### config.mk
export PLATFORM = sky130hd
export DESIGN_NAME = obi_rr_slave_arbiter
export DESIGN_NICKNAME = d
export VERILOG_FILES = /design/src/rtl/obi_rr_slave_arbiter.sv
export SDC_FILE = /design/constraint.sdc
export NUM_CORES = 1
export LEC_CHECK = 0
export CAP_MARGIN = 0
export CORE_AREA = 10 10 188 190
export CTS_CLUSTER_SIZE = 14
export DETAILED_ROUTE_END_ITERATION = 10
export DIE_AREA = 0 0 198 200
export PLACE_DENSITY_LB_ADDON = 0.2
export SYNTH_ARGS = -nofsm -noshare
export SYNTH_HDL_FRONTEND = slang
export SYNTH_SLANG_ARGS = --single-unit
### constraint.sdc
create_clock -name clk_i -period 4.6 [get_ports clk_i]
set_input_delay 0.92 -clock clk_i [delete_from_list [all_inputs] [get_ports clk_i]]
set_output_delay 0.92 -clock clk_i [all_outputs]
set_load 0.05 [all_outputs]
### src/rtl/obi_rr_slave_arbiter.sv
// Round-robin arbiter sharing one OBI slave among NMASTER requesters, with an in-order
// master-ID queue for response routing. Optional counters: define OBI_RR_ARB_PERF_CNT_EN.
module obi_rr_slave_arbiter #(
  parameter int NMASTER         = 5,
  parameter int ADDR_W          = 32,
  parameter int DATA_W          = 32,
  parameter int MAX_OUTSTANDING = 2
) (
  input  logic                                 clk_i,
  input  logic                                 rst_i,
  input  logic [NMASTER-1:0]                   m_req_i,
  output logic [NMASTER-1:0]                   m_gnt_o,
  input  logic [NMASTER*ADDR_W-1:0]            m_addr_i,
  input  logic [NMASTER-1:0]                   m_we_i,
  input  logic [NMASTER*DATA_W/8-1:0]          m_be_i,
  input  logic [NMASTER*DATA_W-1:0]            m_wdata_i,
  output logic [NMASTER-1:0]                   m_rvalid_o,
  output logic [DATA_W-1:0]                    m_rdata_o,
  output logic                                 s_req_o,
  input  logic                                 s_gnt_i,
  output logic [ADDR_W-1:0]                    s_addr_o,
  output logic                                 s_we_o,
  output logic [DATA_W/8-1:0]                  s_be_o,
  output logic [DATA_W-1:0]                    s_wdata_o,
  input  logic                                 s_rvalid_i,
  input  logic [DATA_W-1:0]                    s_rdata_i,
  output logic [$clog2(MAX_OUTSTANDING+1)-1:0] outstanding_o,
  output logic                                 err_unexp_rvalid_o
`ifdef OBI_RR_ARB_PERF_CNT_EN
  ,
  input  logic                                 perf_clr_i,
  output logic [NMASTER*32-1:0]                perf_gnt_cnt_o,
  output logic [31:0]                          perf_stall_cnt_o
`endif
);

  localparam int PTR_W = $clog2(NMASTER);
  localparam int QW    = (MAX_OUTSTANDING > 1) ? $clog2(MAX_OUTSTANDING) : 1;
  localparam int CNT_W = $clog2(MAX_OUTSTANDING + 1);
  localparam int BE_W  = DATA_W / 8;

  logic [PTR_W-1:0] rr_ptr_r;
  logic [PTR_W-1:0] id_q_r [MAX_OUTSTANDING];
  logic [QW-1:0]    head_r;
  logic [QW-1:0]    tail_r;
  logic [CNT_W-1:0] count_r;
  logic             err_r;

  logic [PTR_W-1:0] winner_s;
  logic [PTR_W-1:0] hi_win_s;
  logic [PTR_W-1:0] lo_win_s;
  logic             hi_found_s;
  logic             any_req_s;
  logic             stall_s;
  logic             hs_s;
  logic             pop_s;
  logic             unexp_s;
  logic [PTR_W-1:0] head_id_s;
  logic [PTR_W-1:0] rr_next_s;
  logic [QW-1:0]    head_next_s;
  logic [QW-1:0]    tail_next_s;

  assign any_req_s = |m_req_i;
  assign stall_s   = (count_r == CNT_W'(MAX_OUTSTANDING));
  assign s_req_o   = any_req_s & ~stall_s;
  assign hs_s      = s_req_o & s_gnt_i;
  assign pop_s     = s_rvalid_i & (count_r != {CNT_W{1'b0}});
  assign unexp_s   = s_rvalid_i & (count_r == {CNT_W{1'b0}});
  assign head_id_s = id_q_r[head_r];

  assign rr_next_s   = (winner_s == PTR_W'(NMASTER - 1)) ? {PTR_W{1'b0}} : winner_s + PTR_W'(1);
  assign head_next_s = (head_r == QW'(MAX_OUTSTANDING - 1)) ? {QW{1'b0}} : head_r + QW'(1);
  assign tail_next_s = (tail_r == QW'(MAX_OUTSTANDING - 1)) ? {QW{1'b0}} : tail_r + QW'(1);

  assign m_rdata_o          = s_rdata_i;
  assign outstanding_o      = count_r;
  assign err_unexp_rvalid_o = err_r;

  // Round-robin search: lowest requester at or above rr_ptr, else lowest below it.
  always_comb begin
    hi_win_s   = {PTR_W{1'b0}};
    lo_win_s   = {PTR_W{1'b0}};
    hi_found_s = 1'b0;
    for (int k = NMASTER - 1; k >= 0; k--) begin
      if (m_req_i[k]) begin
        if (PTR_W'(k) >= rr_ptr_r) begin
          hi_win_s   = PTR_W'(k);
          hi_found_s = 1'b1;
        end else begin
          lo_win_s = PTR_W'(k);
        end
      end else begin
        hi_found_s = hi_found_s;
      end
    end
    if (hi_found_s) begin
      winner_s = hi_win_s;
    end else begin
      winner_s = lo_win_s;
    end
  end

  // A-channel mux from the winner; all-zero while no request is presented.
  always_comb begin
    s_addr_o  = {ADDR_W{1'b0}};
    s_we_o    = 1'b0;
    s_be_o    = {BE_W{1'b0}};
    s_wdata_o = {DATA_W{1'b0}};
    for (int k = 0; k < NMASTER; k++) begin
      if (s_req_o && (PTR_W'(k) == winner_s)) begin
        s_addr_o  = m_addr_i[k*ADDR_W +: ADDR_W];
        s_we_o    = m_we_i[k];
        s_be_o    = m_be_i[k*BE_W +: BE_W];
        s_wdata_o = m_wdata_i[k*DATA_W +: DATA_W];
      end else begin
        s_we_o = s_we_o;
      end
    end
  end

  // One-hot grant to the winner and response valid to the queue head.
  always_comb begin
    m_gnt_o    = {NMASTER{1'b0}};
    m_rvalid_o = {NMASTER{1'b0}};
    for (int k = 0; k < NMASTER; k++) begin
      if (hs_s && (PTR_W'(k) == winner_s)) begin
        m_gnt_o[k] = 1'b1;
      end else begin
        m_gnt_o[k] = 1'b0;
      end
      if (pop_s && (PTR_W'(k) == head_id_s)) begin
        m_rvalid_o[k] = 1'b1;
      end else begin
        m_rvalid_o[k] = 1'b0;
      end
    end
  end

  // Arbitration pointer, ID queue and sticky unexpected-response flag.
  always_ff @(posedge clk_i or posedge rst_i) begin
    if (rst_i) begin
      rr_ptr_r <= {PTR_W{1'b0}};
      head_r   <= {QW{1'b0}};
      tail_r   <= {QW{1'b0}};
      count_r  <= {CNT_W{1'b0}};
      err_r    <= 1'b0;
      for (int i = 0; i < MAX_OUTSTANDING; i++) begin
        id_q_r[i] <= {PTR_W{1'b0}};
      end
    end else begin
      if (hs_s) begin
        rr_ptr_r       <= rr_next_s;
        id_q_r[tail_r] <= winner_s;
        tail_r         <= tail_next_s;
      end
      if (pop_s) begin
        head_r <= head_next_s;
      end
      case ({hs_s, pop_s})
        2'b10:   count_r <= count_r + CNT_W'(1);
        2'b01:   count_r <= count_r - CNT_W'(1);
        default: count_r <= count_r;
      endcase
      if (unexp_s) begin
        err_r <= 1'b1;
      end
    end
  end

`ifdef OBI_RR_ARB_PERF_CNT_EN
  logic [31:0] perf_gnt_r [NMASTER];
  logic [31:0] perf_stall_r;

  // Saturating per-master handshake and stall-cycle counters; clear wins over increment.
  always_ff @(posedge clk_i or posedge rst_i) begin
    if (rst_i) begin
      perf_stall_r <= 32'd0;
      for (int k = 0; k < NMASTER; k++) begin
        perf_gnt_r[k] <= 32'd0;
      end
    end else if (perf_clr_i) begin
      perf_stall_r <= 32'd0;
      for (int k = 0; k < NMASTER; k++) begin
        perf_gnt_r[k] <= 32'd0;
      end
    end else begin
      if (hs_s && (perf_gnt_r[winner_s] != 32'hFFFF_FFFF)) begin
        perf_gnt_r[winner_s] <= perf_gnt_r[winner_s] + 32'd1;
      end
      if (any_req_s && !hs_s && (perf_stall_r != 32'hFFFF_FFFF)) begin
        perf_stall_r <= perf_stall_r + 32'd1;
      end
    end
  end

  assign perf_stall_cnt_o = perf_stall_r;
  for (genvar g = 0; g < NMASTER; g++) begin : g_perf
    assign perf_gnt_cnt_o[g*32 +: 32] = perf_gnt_r[g];
  end
`endif

endmodule

==> results.sh, run 1 <==
export IMPL_whs_ns=0.472
export IMPL_synthTopCellsByArea="a21oi_1, nand3b_1, and4_1"
export IMPL_yosysWarningCount=0
export IMPL_clock_fmax_ghz=0.232
export IMPL_synth_distinct_cells=46
export IMPL_worst_slack_ns=0.298
export IMPL_seq_power_share=0.033
export IMPL_cts_clk_slew_worst_paths_ns=0.05
export IMPL_worst_path_max_fanout=10
export IMPL_cts_root_buffer="clkbuf_16"
export IMPL_clock_sinks=14
export IMPL_switching_power_mw=5.01
export IMPL_clk_latency_ns=0.24
export IMPL_routabilityCongestion=0.833
export IMPL_r2r_end="rr_ptr_r[0]$_DFFE_PP0P_"
export IMPL_clockPowerShare=0.022
export IMPL_end_kind="output pin"
export IMPL_status="completed"
export IMPL_cts_path_max_buffers=2
export IMPL_vias=7175
export IMPL_drive_above_1_share=0.232
export IMPL_overflow=0
export IMPL_setup_viol=0
export IMPL_p_per_area_mw_per_mm2=806
export IMPL_ys_seq_area_frac=0.0789
export IMPL_grt_max_degree=56
export IMPL_finClkSkew_ns=0.00230
export IMPL_power_internal_mw=3.38
export IMPL_area_growth_pct=134
export IMPL_min_delay_path_class="register to register"
export IMPL_grt_pass1_wl_mm=45.8
export IMPL_die_h_um=200
export IMPL_rsz0062_at_grt="no"
export IMPL_die_x_um=198
export IMPL_cap_violations=0
export IMPL_mostFrequentLayoutCell="clkdlybuf4s50_1"
export IMPL_hold_depth=1
export IMPL_dpl_hpwl_mm=26.6
export IMPL_syn_area_mm2=0.00444
export IMPL_firstDrtPassIters=4
export IMPL_ir_drop_v=0.000352
export IMPL_critPathKind="input port to output pin"
export IMPL_grt_pass1_vias=7157
export IMPL_arrival_ns=3.38
export IMPL_cts_max_level=1
export IMPL_p_sw_frac=0.598
export IMPL_pwr_share_comb=0.945
export IMPL_synthDominantCellAreaShare=0.154
export IMPL_r2r_start="rr_ptr_r[1]$_DFFE_PP0P_"
export IMPL_tightest_slew_ns=0.576
export IMPL_slew_headroom=0.615
export IMPL_drtIter0Drc=247
export IMPL_synth_seq_cells=14
export IMPL_dpl_worst_slack_ns=-0.270
export IMPL_hold_viol_final=0
export IMPL_slew_violations=0
export IMPL_r2r_cells=15
export IMPL_yosys_area_top_type="a21oi_1"
export IMPL_wl_per_cell_um=22.7
export IMPL_finalCritPeriodShare=0.935
export IMPL_power_total_mw=8.39
export IMPL_drtAntennaViolNets=0
export IMPL_start_util=0.141
export IMPL_totalWireLength_mm=34.3
export IMPL_io_pins=501
export IMPL_cp_start_kind="input port"
export IMPL_synth_cells=708
export IMPL_leakage_nw=3.88
export IMPL_hold_path_end="err_unexp_rvalid_o$_DFFE_PP0P_"
export IMPL_syn_nets=1100
export IMPL_grt_usage=0.149
export IMPL_syn_avg_cell_area_um2=6.27
export IMPL_cts_tree="yes"
export IMPL_port_buffers=436
export IMPL_drc_errors=0
export IMPL_layout_min_cycle_time_ns=4.30
export IMPL_reg2reg_slack_ns=1.81
export IMPL_vias_per_cell=4.74
export IMPL_final_cell_mix="clkdlybuf4s50_1, a21oi_1, buf_4, nand2_1, nand3b_1"
export IMPL_numCtsBuffers=3
export IMPL_coreArea_mm2=0.0314
export IMPL_worstHoldStart="err_unexp_rvalid_o$_DFFE_PP0P_"
export IMPL_cp_required_ns=3.68
export IMPL_antenna_found_initial=0
export IMPL_dieArea_mm2=0.0396
export IMPL_num_rows=65
export IMPL_nNetsFinal=1501
critical path: stages:
cell            delay [ns]
dlymetal6s2s_1        0.13
buf_4                 0.14
or4_4                 0.50
nand2_1               0.11
and4_4                0.24
inv_1                 0.08
ha_4                  0.18
a31oi_4               0.16
o221ai_4              0.14
buf_12                0.17
buf_12                0.14
buf_12                0.15
o22ai_2               0.09
buf_4                 0.22
repair_timing:
action | in CTS | in global routing
gates cloned | 0 | 8
gates resized for setup | 12 | 72
endpoints found under the hold margin | 0 | 0
hold buffers | 0 | 0
pin swaps | 0 | 10
endpoints found under the setup margin | 40 | 69
buffers inserted | 3 | 10
area by class of cell:
class                      instances  area [um2]
inverter                          35         131
tap                              402         503
sequential                        14         350
clock buffer                       4        88.8
antenna                            3        7.51
timing repair buffer             512        5330
fill                            3347       21000
multi-input combinational        543        4000
routing by layer:
metal,share of wire,track usage,vias up,wire [um]
li1,-,-,3447,-
met1,0.38,0.164,3374,13200
met2,0.52,0.277,322,17700
met3,0.084,0.0444,32,2900
met4,0.017,0.0322,0,596
met5,0,0,-,0
cells in the mapped netlist, drive strengths merged:
| cell | n |
|---|---|
| o311ai | 1 |
| ha | 6 |
| nand2b | 2 |
| o21bai | 1 |
| nand3b | 66 |
| nor2 | 14 |
| a32oi | 1 |
| o22ai | 45 |
| clkbuf | 67 |
| mux2 | 6 |
| nor2b | 6 |
| or4 | 1 |
| a222oi | 1 |
| o2111ai | 1 |
| inv | 35 |
| nand3 | 29 |
| and2 | 1 |
| and4 | 45 |
| o21a | 1 |
| a21boi | 3 |
| nor3b | 4 |
| a21o | 3 |
| a22oi | 4 |
| nor3 | 2 |
| o221ai | 26 |
| a31oi | 47 |
| buf | 49 |
| dfrtp | 14 |
| xor2 | 1 |
| mux2i | 1 |
| and3 | 1 |
| xnor2 | 4 |
| nand2 | 72 |
| o21ai | 8 |
| o31a | 1 |
| a21oi | 138 |
| a211o | 1 |
power by group through the flow:
stage / logic, mW / clock network, mW / registers (mW)
final: 7.93 / 0.183 / 0.275
after floorplan: 4.69 / 0 / 0.255
after global routing: 8.38 / 0.192 / 0.287
after CTS: 7.39 / 0.184 / 0.272
after detailed placement: 7.31 / 0 / 0.273
after global placement: 7.31 / 0 / 0.272
worst max-delay path by stage:
stage	start	to	slack, ns
floorplan	m_req_i[2]	s_addr_o[17]	-0.21
global placement	m_req_i[0]	s_we_o	-0.25
detailed placement	m_req_i[0]	s_we_o	-0.27
CTS	m_req_i[2]	s_we_o	-0.03
global route	m_req_i[4]	s_be_o[3]	0.16
finish	m_req_i[2]	s_wdata_o[30]	0.30
logic make-up (layout without fill, tap and decap cells):
kind of cell / after synthesis / after routing / synth area share
AO/OA/AOI/OAI: 282 / 282 / 0.382
XOR/XNOR: 5 / 5 / 0.00986
adder cells (fa/ha/maj): 6 / 6 / 0.0169
buffers and inverters: 151 / 551 / 0.161
flip-flops: 14 / 14 / 0.0789
multiplexers: 7 / 7 / 0.0175
other: 0 / 3 / 0
AND/OR/NAND/NOR: 243 / 243 / 0.334
stage by stage:
step                cells  setup TNS, ns  utilization  area [um2]
finish               1513              0        0.332       10400
global route         1510              0        0.331       10400
CTS                  1492        -0.0526        0.311        9780
detailed placement   1485          -1.11        0.306        9610
global placement     1485         -0.656        0.306        9610
floorplan             708          -3.74            -        4760
flip-flops by register name (all words and copies together), names as in the netlist:
register	flops
rr_ptr_r	3
outstanding_o	2
id_q_r	6
head_r	1
tail_r	1
err_unexp_rvalid_o	1
Note: power is estimated with default switching activity, not from simulation.
==> run 2, diff against run 1 <==
SKIP_LAST_GASP = 1   (was not set)
==> run 2 against run 1 <==
Hold slack did not move. Maximum frequency about the same. Power is essentially flat. Setup slack is essentially flat. Sequential cell count is the same. Sequential power about the same. Critical path depth unchanged. Die area unchanged. Critical path type unchanged. Critical endpoint unchanged.
==> results.sh, run 2 (synthesis gave the netlist of run 1 again) <==
export IMPL_ir_drop_v=0.000352
export IMPL_status="completed"
export IMPL_cap_violations=0
export IMPL_dieArea_mm2=0.0396
export IMPL_numCtsBuffers=3
export IMPL_wl_per_cell_um=22.7
export IMPL_final_cell_mix="clkdlybuf4s50_1, a21oi_1, buf_4, nand2_1, nand3b_1"
export IMPL_r2r_end="rr_ptr_r[0]$_DFFE_PP0P_"
export IMPL_totalWireLength_mm=34.4
export IMPL_hold_depth=1
export IMPL_drc_errors=0
export IMPL_die_h_um=200
export IMPL_io_pins=501
export IMPL_setup_viol=0
export IMPL_r2r_cells=15
export IMPL_drtIter0Drc=245
export IMPL_firstDrtPassIters=4
export IMPL_critPathKind="input port to output pin"
export IMPL_start_util=0.141
export IMPL_whs_ns=0.472
export IMPL_grt_pass1_wl_mm=45.8
export IMPL_antenna_found_initial=0
export IMPL_mostFrequentLayoutCell="clkdlybuf4s50_1"
export IMPL_cts_clk_slew_worst_paths_ns=0.05
export IMPL_finalCritPeriodShare=0.935
export IMPL_finClkSkew_ns=0.00230
export IMPL_rsz0062_at_grt="no"
export IMPL_reg2reg_slack_ns=1.81
export IMPL_end_kind="output pin"
export IMPL_grt_pass1_vias=7155
export IMPL_largest_reg_flops=6
export IMPL_num_rows=65
export IMPL_tightest_slew_ns=0.576
export IMPL_largest_register="id_q_r"
export IMPL_power_total_mw=8.39
export IMPL_area_growth_pct=134
export IMPL_slew_headroom=0.615
export IMPL_min_delay_path_class="register to register"
export IMPL_dpl_hpwl_mm=26.6
export IMPL_hold_buffers=0
export IMPL_clock_fmax_ghz=0.232
export IMPL_hold_viol_final=0
export IMPL_layout_min_cycle_time_ns=4.30
export IMPL_cts_root_buffer="clkbuf_16"
export IMPL_arrival_ns=3.38
export IMPL_port_buffers=436
export IMPL_nNetsFinal=1501
export IMPL_overflow=0
export IMPL_grt_max_degree=56
export IMPL_cp_required_ns=3.68
export IMPL_worstHoldStart="err_unexp_rvalid_o$_DFFE_PP0P_"
export IMPL_cts_path_max_buffers=2
export IMPL_post_route_util=0.332
export IMPL_r2r_start="rr_ptr_r[1]$_DFFE_PP0P_"
export IMPL_drive_above_1_share=0.232
export IMPL_p_per_area_mw_per_mm2=806
export IMPL_slew_violations=0
export IMPL_cts_max_level=1
export IMPL_routabilityCongestion=0.833
export IMPL_drtAntennaViolNets=0
export IMPL_die_x_um=198
export IMPL_hold_path_end="err_unexp_rvalid_o$_DFFE_PP0P_"
export IMPL_leakage_nw=3.88
export IMPL_clk_latency_ns=0.24
export IMPL_cp_start_kind="input port"
export IMPL_vias_per_cell=4.75
export IMPL_coreArea_mm2=0.0314
export IMPL_vias=7190
export IMPL_worst_path_max_fanout=10
export IMPL_clock_sinks=14
export IMPL_grt_usage=0.149
export IMPL_cts_tree="yes"
run 2: cell counts in the layout (fill, tap and decap cells not counted):
Identical to the previous run, type by type.
run 2: what timing repair did:
action,in CTS,in global routing
pin swaps,0,10
setup buffers,3,10
hold endpoints to repair,0,0
setup endpoints to repair,40,69
gates resized for setup,12,72
gates cloned,0,8
run 2: through the flow:
step | setup WS, ns | TNS, ns | instances | cell area [um2]
2_1_floorplan | -0.207 | -3.74 | 708 | 4760
3_5_place_dp | -0.270 | -1.11 | 1485 | 9610
5_1_grt | 0.157 | 0 | 1510 | 10400
6_report | 0.298 | 0 | 1513 | 10400
3_3_place_gp | -0.251 | -0.656 | 1485 | 9610
4_1_cts | -0.0265 | -0.0526 | 1492 | 9780
run 2: worst max-delay path: stages:
cell,delay [ns]
dlymetal6s2s_1,0.13
buf_4,0.14
or4_4,0.50
nand2_1,0.11
and4_4,0.24
inv_1,0.08
ha_4,0.18
a31oi_4,0.16
o221ai_4,0.14
buf_12,0.17
buf_12,0.14
buf_12,0.15
o22ai_2,0.09
buf_4,0.22
run 2: worst max path at each step:
stage | startpoint | endpoint | slack, ns | cells after the start
CTS | m_req_i[2] | s_we_o | -0.03 | 16
floorplan | m_req_i[2] | s_addr_o[17] | -0.21 | 12
global route | m_req_i[4] | s_be_o[3] | 0.16 | 16
detailed placement | m_req_i[0] | s_we_o | -0.27 | 15
finish | m_req_i[2] | s_wdata_o[30] | 0.30 | 14
global placement | m_req_i[0] | s_we_o | -0.25 | 15
run 2: report_power, final:
group | internal (mW) | total, mW | switching, mW
Sequential | 0.181 | 0.275 | 0.0942
Clock | 0.132 | 0.183 | 0.0511
Combinational | 3.06 | 7.93 | 4.87
run 2: cell type report:
cell class                 count  area [um2]
fill                        3347       21000
antenna                        3        7.51
sequential                    14         350
timing repair buffer         512        5330
multi-input combinational    543        4000
tap                          402         503
clock buffer                   4        88.8
inverter                      35         131
run 2: routing by layer:
| metal | global-route usage | wire, um | vias up |
|---|---|---|---|
| li1 | - | - | 3447 |
| met1 | 0.164 | 13200 | 3383 |
| met2 | 0.277 | 17700 | 328 |
| met3 | 0.0444 | 2840 | 32 |
| met4 | 0.0322 | 596 | 0 |
| met5 | 0 | 0 | - |
==> run 3, diff against run 2 <==
ABC_AREA = 0   (was not set)
CORE_AREA = 2 2 196 198   (was 10 10 188 190)
==> run 3 against run 2 <==
Hold slack got worse by 0.0069 ns. Via count barely moved. Sequential share of layout area fell by 0.057 points. Register-to-register slack improved by 0.15 ns. Maximum frequency fell by 2.1%. Clock skew barely moved. Die area did not move. Clock-buffer cell count did not move. Non-clock buffer count rose by 15. Critical path type unchanged. Largest cell class unchanged.
==> results.sh, run 3 (synthesis gave the netlist of run 1 again) <==
export IMPL_end_kind="output pin"
export IMPL_die_h_um=200
export IMPL_hold_viol_final=0
export IMPL_reg2reg_slack_ns=1.96
export IMPL_place_area_mm2=0.00982
export IMPL_cts_max_level=1
export IMPL_cts_clk_slew_worst_paths_ns=0.05
export IMPL_cts_tree="yes"
export IMPL_drc_errors=0
export IMPL_post_route_cell_area_mm2=0.0106
export IMPL_finClkSkew_ns=0.00251
export IMPL_arrival_ns=3.47
export IMPL_cap_violations=0
export IMPL_finalCritPeriodShare=0.955
export IMPL_final_cell_mix="clkdlybuf4s50_1, a21oi_1, buf_4, nand2_1, nand3b_1"
export IMPL_port_buffers=436
export IMPL_mostFrequentLayoutCell="clkdlybuf4s50_1"
export IMPL_status="completed"
export IMPL_vias_per_cell=4.40
export IMPL_wl_met1_mm=13.0
export IMPL_grt_pass1_vias=7117
export IMPL_cts_path_max_buffers=2
export IMPL_rsz0062_at_grt="no"
export IMPL_hold_depth=1
export IMPL_coreArea_mm2=0.0374
export IMPL_cp_start_kind="input port"
export IMPL_power_total_mw=8.56
export IMPL_grt_max_degree=67
export IMPL_drtAntennaViolNets=0
export IMPL_min_delay_path_class="register to register"
export IMPL_layout_min_cycle_time_ns=4.39
export IMPL_routabilityCongestion=0.825
export IMPL_tightest_slew_ns=0.555
export IMPL_dpl_hpwl_mm=24.5
export IMPL_setup_viol=0
export IMPL_clock_sinks=14
export IMPL_overflow=0
export IMPL_p_per_area_mw_per_mm2=809
export IMPL_nNetsFinal=1516
export IMPL_met3WireLength_mm=2.29
export IMPL_num_rows=71
export IMPL_hold_buffers=0
export IMPL_ir_drop_v=0.000413
export IMPL_largest_register="id_q_r"
export IMPL_worst_path_max_fanout=25
export IMPL_antenna_found_initial=1
export IMPL_cts_root_buffer="clkbuf_16"
export IMPL_grt_usage=0.141
export IMPL_hold_path_end="err_unexp_rvalid_o$_DFFE_PP0P_"
export IMPL_slew_headroom=0.630
export IMPL_start_util=0.119
export IMPL_r2r_cells=13
export IMPL_critPathKind="input port to output pin"
export IMPL_worstHoldStart="err_unexp_rvalid_o$_DFFE_PP0P_"
export IMPL_firstDrtPassIters=4
export IMPL_numCtsBuffers=3
export IMPL_r2r_start="rr_ptr_r[1]$_DFFE_PP0P_"
export IMPL_dieArea_mm2=0.0396
export IMPL_leakage_nw=3.93
export IMPL_cp_required_ns=3.68
export IMPL_r2r_end="rr_ptr_r[0]$_DFFE_PP0P_"
export IMPL_slew_violations=0
export IMPL_dr_wl_met2_mm=16.8
export IMPL_die_x_um=198
export IMPL_drtIter0Drc=297
export IMPL_clk_latency_ns=0.24
export IMPL_grt_pass1_wl_mm=42.8
export IMPL_clock_fmax_ghz=0.228
export IMPL_io_pins=501
export IMPL_drive_above_1_share=0.249
export IMPL_wl_per_cell_um=20.1
export IMPL_top_layer="met4"
export IMPL_largest_reg_flops=6
export IMPL_area_growth_pct=139
export IMPL_totalWireLength_mm=32.9
export IMPL_vias=7188
[run 3: worst max-delay path by stage]
stage                           from           end  slack, ns  cells past startpoint
final                     m_req_i[0]   s_addr_o[4]       0.21                     12
after detailed placement  m_req_i[2]     s_be_o[3]      -0.20                     16
after CTS                 m_req_i[2]   s_addr_o[1]      0.007                     13
after global routing      m_req_i[0]  s_addr_o[29]       0.08                     15
after global placement    m_req_i[2]     s_be_o[3]      -0.20                     16
after floorplan           m_req_i[2]  s_addr_o[17]      -0.21                     12
[run 3: through the flow]
stage	hold WS, ns	instances	utilization	setup WS, ns	setup TNS [ns]
after floorplan	0.450	708	-	-0.207	-3.74
after global placement	0.441	1611	0.263	-0.197	-3.26
after detailed placement	0.454	1611	0.263	-0.203	-7.46
after CTS	0.464	1620	0.270	0.00675	0
after global routing	0.476	1634	0.283	0.0766	0
final	0.465	1635	0.283	0.206	0
[run 3: routing by layer]
| metal | vias up | GRT usage |
|---|---|---|
| li1 | 3472 | - |
| met1 | 3329 | 0.161 |
| met2 | 331 | 0.268 |
| met3 | 56 | 0.0299 |
| met4 | 0 | 0.0320 |
| met5 | - | 0 |
[run 3: report_power, final]
group	switching [mW]	internal (mW)
clock network	0.0491	0.132
registers	0.0977	0.181
logic	4.98	3.12
[run 3: final cells by class]
type	instances	area (um2)
Fill cell	4084	26800
Multi-Input combinational cell	543	4050
Tap cell	511	639
Antenna cell	1	2.50
Sequential cell	14	350
Timing Repair Buffer	527	5320
Inverter	35	131
Clock buffer	4	88.8
[run 3: critical path, stage by stage]
cell and delay (ns):
dlygate4sd2_1 0.29, a21o_1 0.17, a222oi_1 0.29, nor2b_4 0.24
buf_6 0.12, ha_1 0.15, ha_2 0.22, inv_1 0.08
a211o_1 0.31, buf_12 0.17, o221ai_2 0.23, buf_4 0.24
[run 3: repair_timing]
item / in CTS / in global routing
setup endpoints to repair: 69 / 69
buffers inserted: 3 / 6
pin swaps: 2 / 8
gates cloned: 2 / 8
resized for setup: 27 / 50
